<file path="config.mk">
export PLATFORM = sky130hd
export DESIGN_NAME = rx_stream_mux
export DESIGN_NICKNAME = d
export VERILOG_FILES = /design/src/rtl/rx_stream_mux.sv
export SDC_FILE = /design/constraint.sdc
export NUM_CORES = 1
export LEC_CHECK = 0
export CAP_MARGIN = 40
export CORE_AREA = 3 3 126 128
export DETAILED_ROUTE_END_ITERATION = 7
export DIE_AREA = 0 0 129 131
export PLACE_DENSITY_LB_ADDON = 0.3
export SKIP_LAST_GASP = 1
export SYNTH_ARGS = -nofsm -noshare
export SYNTH_HDL_FRONTEND = slang
export SYNTH_SLANG_ARGS = --single-unit
</file>
<file path="constraint.sdc">
create_clock -name clk -period 2.3 [get_ports clk]
set_input_delay 0.345 -clock clk [delete_from_list [all_inputs] [get_ports clk]]
set_output_delay 0.345 -clock clk [all_outputs]
set_load 0.01 [all_outputs]
</file>
<file path="src/rtl/rx_stream_mux.sv">
// rtl/rx_stream_mux.sv - RX FIFO to FT601 burst multiplexer with header framing
module rx_stream_mux #(
  parameter int          MAX_BURST = 16,
  parameter logic [15:0] SYNC_WORD = 16'hA55A
) (
  input  logic         clk,
  input  logic         rst,
  input  logic [2:0]   grant,
  input  logic         grant_valid,
  input  logic [7:0]   fifo_empty,
  input  logic [7:0]   fifo_almost_empty,
  input  logic [255:0] fifo_rd_data,
  output logic [7:0]   fifo_rd_en,
  output logic [31:0]  out_data,
  output logic         out_valid,
  output logic         out_last,
  input  logic         out_ready,
  output logic         busy,
  output logic         burst_done
);

  typedef enum logic [1:0] {IDLE, HEADER, DATA, DONE} state_t;

  localparam logic [7:0] LAST_IDX = 8'(MAX_BURST - 1);

  state_t      state;
  logic [2:0]  sel;
  logic [7:0]  count;

  logic        can_load;
  logic        sel_empty;
  logic        sel_almost;
  logic [31:0] sel_data;
  logic        data_load;
  logic        data_last;

  // Output register may take a new word when it is empty or being drained this cycle;
  // the pop strobe fires in the same cycle a payload word is captured (FWFT FIFOs).
  always_comb begin
    can_load   = !out_valid || out_ready;
    sel_empty  = fifo_empty[sel];
    sel_almost = fifo_almost_empty[sel];
    sel_data   = fifo_rd_data[{sel, 5'd0} +: 32];
    data_load  = (state == DATA) && can_load && !sel_empty;
    data_last  = (count == LAST_IDX) || sel_almost;
    fifo_rd_en = '0;
    if (data_load && !rst) begin
      fifo_rd_en = 8'b1 << sel;
    end
  end

  // Burst sequencer: owns the output register, word count, busy and done pulse.
  always_ff @(posedge clk) begin
    if (rst) begin
      state      <= IDLE;
      sel        <= '0;
      count      <= '0;
      out_data   <= '0;
      out_valid  <= 1'b0;
      out_last   <= 1'b0;
      busy       <= 1'b0;
      burst_done <= 1'b0;
    end else begin
      burst_done <= 1'b0;
      if (burst_done) begin
        busy <= 1'b0;
      end
      if (out_valid && out_ready) begin
        out_valid <= 1'b0;
      end
      case (state)
        IDLE: begin
          if (grant_valid && !fifo_empty[grant]) begin
            sel   <= grant;
            count <= '0;
            busy  <= 1'b1;
            state <= HEADER;
          end
        end
        HEADER: begin
          if (can_load) begin
            out_data  <= {SYNC_WORD, 13'd0, sel};
            out_valid <= 1'b1;
            out_last  <= 1'b0;
            state     <= DATA;
          end
        end
        DATA: begin
          if (data_load) begin
            out_data  <= sel_data;
            out_valid <= 1'b1;
            out_last  <= data_last;
            count     <= count + 8'd1;
            if (data_last) begin
              state <= DONE;
            end
          end
        end
        DONE: begin
          if (out_valid && out_ready) begin
            burst_done <= 1'b1;
            state      <= IDLE;
          end
        end
        default: state <= IDLE;
      endcase
    end
  end

endmodule

</file>
## Word level (Yosys, flattened, before mapping)

Index checks and enable logic that the tools add are counted.

| storage, ports and cells | value |
|---|---|
| register bits after elaboration | 49 |
| output and inout bits | 44 |

| operators by class | value |
|---|---|
| add/sub/neg operators | 1 |
| $lt $le $gt $ge | 2 |
| equality and inequality tests | 9 |
| shifts and indexed selects | 2 |
| multiplexer cells | 30 |
| bitwise gates (word level) | 1 |
| reductions and logical operators | 19 |

Operators by type and width:

| operator | number |
|---|---|
| indexed part select 256 x 9 -> 32 bit | 1 |
| two-way mux 32 bit | 2 |
| case mux 32 bit (2 select lines) | 1 |
| two-way mux 8 bit | 3 |
| case mux 8 bit (2 select lines) | 1 |
| two-way mux 1 bit | 12 |
| two-way mux 2 bit | 5 |
| inequality test 2 bit (second input constant) | 5 |
| binary-select mux 1 bit (select 3 bit) | 3 |
| adder 8 x 1 -> 8 bit (second input constant) | 1 |
| equality test 8 x 4 -> 1 bit (second input constant) | 1 |
| less-than comparator 3 x 4 -> 1 bit (second input constant) | 2 |
| case mux 2 bit (4 select lines) | 1 |
| << shifter 1 x 3 -> 8 bit (first input constant) | 1 |
| AND reduction 3 bit | 2 |
| logical AND 1 bit | 5 |
| AND reduction 5 bit | 1 |
| equality test 2 bit (second input constant) | 2 |
| logical NOT 1 bit | 4 |
| case mux 1 bit (2 select lines) | 2 |
| nonzero test 2 bit | 2 |
| equality test 2 x 1 -> 1 bit (second input constant) | 1 |
| logical NOT 2 bit | 1 |
| logical OR 1 bit | 2 |
| 3 further kinds | 3 |

## Depth between registers and ports, before layout

| depth | value |
|---|---|
| depth after elaboration | 6 |
| depth in mapped cells | 10 |
| gate-level depth less buffers | 7 |

## Worst setup path after synthesis

No wires, ideal clock.

| path | value |
|---|---|
| path kind | register to output |
| from | register sel[1] |
| to | output port fifo_rd_en[0] |
| arrival | 1782 ps |
| data required time | 1955 ps |
| path slack | 173 ps |
| stages on the path, launching flop included | 7 |
| cells stage by stage | dfxtp_1 > buf_6 > mux2_4 > nor3b_4 > o311ai_4 > or3_1 > nor3_1 |

| on the way | value |
|---|---|
| longest elaborated chain between the ends | 6 |
| elaborated cells on any way between the ends | 7 |
| classes of those cells | shift: 1; mux: 3; reduce/logical: 3 |

RTL lines:

| what | line | RTL |
|---|---|---|
| start, declared | 27 | `logic [2:0] sel;` |
| start signal, assigned | 74 | `sel <= grant;` |
| binary-select mux 1 bit (select 3 bit) | 41 | `sel_empty = fifo_empty[sel];` |
| two-way mux 1 bit (not written as such) | 41 |  |
| logical NOT 1 bit | 44 | `data_load = (state == DATA) && can_load && !sel_empty;` |
| logical AND 1 bit | 44 |  |
| logical AND 1 bit | 47 | `if (data_load && !rst) begin` |
| two-way mux 8 bit * | 47 |  |
| end, declared | 13 | `output logic [7:0] fifo_rd_en,` |

Every way passes the cells marked *; elsewhere a longest branch is shown, timed or not. The select of a mux whose other input is x is not followed.

## Final worst setup path

| path | value |
|---|---|
| from | input port fifo_empty[3] |
| to | output port fifo_rd_en[0] |

| on the way | value |
|---|---|
| longest elaborated chain between the ends | 6 |

RTL lines:

| what | line | RTL |
|---|---|---|
| start, declared | 10 | `input logic [7:0] fifo_empty,` |
| binary-select mux 1 bit (select 3 bit) | 41 |  |
| two-way mux 1 bit (not written as such) | 41 |  |
| logical NOT 1 bit | 44 |  |
| logical AND 1 bit | 44 |  |
| logical AND 1 bit | 47 |  |
| two-way mux 8 bit | 47 |  |

Every way passes these cells. The select of a mux whose other input is x is not followed.

==> results.json <==
{
  "viasPerCell": 5.16,
  "crit_required_ns": 1.96,
  "cts_buffers": 5,
  "crit_path_max_fanout": 4,
  "grt_antenna_before_repair": 2,
  "initial_core_util_pct": 28.8,
  "worstSetupPathType": "in2out",
  "htreeDepth": 2,
  "grt_pass1_wl_um": 26800,
  "ant_nets": 0,
  "cts_tree": "done",
  "portBuffers": 322,
  "fmax_ghz": 0.412,
  "insertion_delay_ns": 0.29,
  "critical_path.top_delay_family": "buffers and inverters",
  "synth_top_area_share_pct": 34.4,
  "vias": 4622,
  "path_cells": "clkdlybuf4s50_1 -> mux2_2 -> o22ai_4 -> o311ai_4 -> or3_4 -> nor3_2 -> buf_2",
  "clock_path_buffers": 2,
  "post-place-ws_ns": -0.649,
  "yosysSeqAreaShare_pct": 22.7,
  "min_path_type": "reg2reg",
  "setup_violations": 8,
  "area_delta_synth_final_pct": 84.7,
  "hold_viol_final": 0,
  "cap_violations": 0,
  "syn_inst": 389,
  "chipWidth_um": 129,
  "critPathCaptureType": "primary output",
  "avgSynthCellArea_um2": 11.1,
  "die-area_mm2": 0.0169,
  "wl_um": 18400,
  "layout-drive-gt1-share_pct": 21.6,
  "yosys_warnings": 0,
  "relSlewSlack_pct": 60.8,
  "clk_pin_slew_ns": 0.07,
  "failed_checks": "negative setup slack",
  "cts_hold_buf": 0,
  "start_kind": "input port",
  "wl_per_cell_um": 20.6,
  "critPathSlowestCell": "clkdlybuf4s50_1",
  "power_density_mw_per_mm2": 584,
  "final.setup.worst_slack_ns": -0.128,
  "fin_skew_ns": 0.00547,
  "tightestPinTransition_ns": 0.587,
  "top_level_ports": 323,
  "leakage_nw": 2.72,
  "synth_top_area_cell": "mux4_2",
  "yosys-top-cells-area": "mux4_2, dfxtp_1, mux2_2, mux2i_1, a21oi_1",
  "root_buffer": "clkbuf_16",
  "finalNetCount": 989,
  "fillCellCount": 1338,
  "intPower_w": 0.00302,
  "clkSinkCount": 49,
  "power_frac_seq_pct": 23.6,
  "synth_nets": 674,
  "core_area_mm2": 0.0150,
  "gp_congestion": 0.870,
  "period_needed_ns": 2.43,
  "utilization_pct": 53.2,
  "power_switching_w": 0.00164,
  "drt_pre_antenna_iters": 4,
  "ys_ff_latch": 49,
  "swShare_pct": 35.1,
  "status": "finished, violations left",
  "drtIter0Drc": 191,
  "hpwl_um": 15500,
  "final-max-slew-violation-count": 0,
  "grt_max_degree": 46,
  "synth.distinct_cells": 42,
  "grt_usage_pct": 20.4,
  "arrival_ns": 2.08,
  "total_power_w": 0.00466,
  "drc_errors": 0,
  "ir_drop_uv": 284,
  "syn-cell-area_mm2": 0.00432,
  "grt.overflow.total": 0,
  "num_rows": 45,
  "worst_path_largest_cell_delay_ns": 0.43,
  "period_share_pct": 106,
  "rsz0062_at_grt": "true",
  "comb_power_share_pct": 58.6,
  "grt_pass1_vias": 5052,
  "p_clk_share_pct": 17.8,
  "setup-tns-final_ns": -0.525,
  "die_h_um": 131,
  "critical_path_buf_inv_count": 2
}
power by group through the flow:
| stage | Sequential, W | Clock, W | Combinational (W) |
|---|---|---|---|
| finish | 0.00110 | 0.000829 | 0.00273 |
| global route | 0.00112 | 0.000881 | 0.00295 |
| CTS | 0.00110 | 0.000852 | 0.00274 |
| detailed placement | 0.00111 | 0 | 0.00272 |
| global placement | 0.00110 | 0 | 0.00267 |
| floorplan | 0.00114 | 0 | 0.00151 |
cell usage in the layout (no fill, tap or decap), drive strengths merged, types with 21 or more instances in the layout:
master,n
clkdlybuf4s50,309
mux4,66
dfxtp,49
nand2,36
buf,35
a21oi,29
nand3,27
mux2,24
mux2i,23
nor2,21
cell families (layout without fill, tap and decap cells):
group / Yosys count / count (layout) / synth area share [%]
other cells: 0 / 2 / 0
fa+ha+maj: 6 / 6 / 1.74
simple gates: 109 / 109 / 12.0
buf+inv: 49 / 365 / 6.03
flops: 49 / 49 / 22.7
mux: 113 / 113 / 46.1
compound gates: 63 / 63 / 11.4
layer usage:
metal | vias to the layer above | wire length, um | GRT usage (%)
li1 | 2152 | - | -
met1 | 2269 | 6590 | 22.7
met2 | 173 | 10300 | 38.6
met3 | 28 | 1040 | 4.67
met4 | 0 | 482 | 6.30
met5 | - | 0 | 0
cell type report:
type	count	area [um^2]	share of cell area, %
Timing Repair Buffer	348	3420	42.9
Multi-Input combinational cell	291	3130	39.2
Sequential cell	49	990	12.4
Tap cell	188	235	2.95
Clock buffer	6	129	1.62
Clock inverter	2	33.8	0.424
Inverter	9	33.8	0.424
Antenna cell	2	5.00	0.0628
worst paths after layout:
check,from,to,slack (ns),cells past startpoint
hold reg to reg,out_data[3],out_data[3],0.45,2
hold / removal,out_data[3],out_data[3],0.45,2
setup / recovery,fifo_empty[3],fifo_rd_en[0],-0.13,7
setup reg to reg,sel[1],state[0],0.01,7
worst reg2reg max path: stages (launching register included):
cell      delay [ns]
dfxtp_4         0.40
buf_4           0.49
mux2i_1         0.21
mux4_2          0.51
o31ai_1         0.08
nand2b_1        0.10
a21o_1          0.22
a211oi_2        0.21
timing repair:
action                     CTS  global route
gates cloned                 0             0
setup endpoints to repair    9            45
pin swaps                    7             7
resized for setup           41            10
setup buffers                1             2
synth_stat cells, drive strengths merged:
library cell and instances:
a21oi 29, dfxtp 49, o32ai 4, nor3b 2, nor2b 2, mux2 24, o2bb2ai 1, mux4 66
a211o 2, o31ai 2, buf 21, nand2b 8, and2 2, o211ai 2, a211oi 1, a311oi 8
mux2i 23, ha 6, nor2 21, nand2 36, o21ai 1, or3b 1, inv 9, nand3 27
a21o 3, nand4 1, o311ai 1, a21boi 5, a2111oi 1, o41ai 2, o22ai 1, or3 6
nor3 3, clkbuf 19
per-stage QoR:
| step | cells | hold WS [ns] | cell area [um^2] |
|---|---|---|---|
| after detailed placement | 882 | 0.443 | 7760 |
| after floorplan | 389 | 0.464 | 4320 |
| after CTS | 891 | 0.452 | 7930 |
| final | 895 | 0.451 | 7970 |
| after global placement | 882 | 0.439 | 7760 |
| after global routing | 895 | 0.466 | 7970 |
sequential cells by signal (all words and copies together) (netlist names):
signal,flops
out_valid,1
state,2
burst_done,1
out_last,1
busy,1
count,8
sel,3
out_data,32
(Power assumes the default switching activity.)
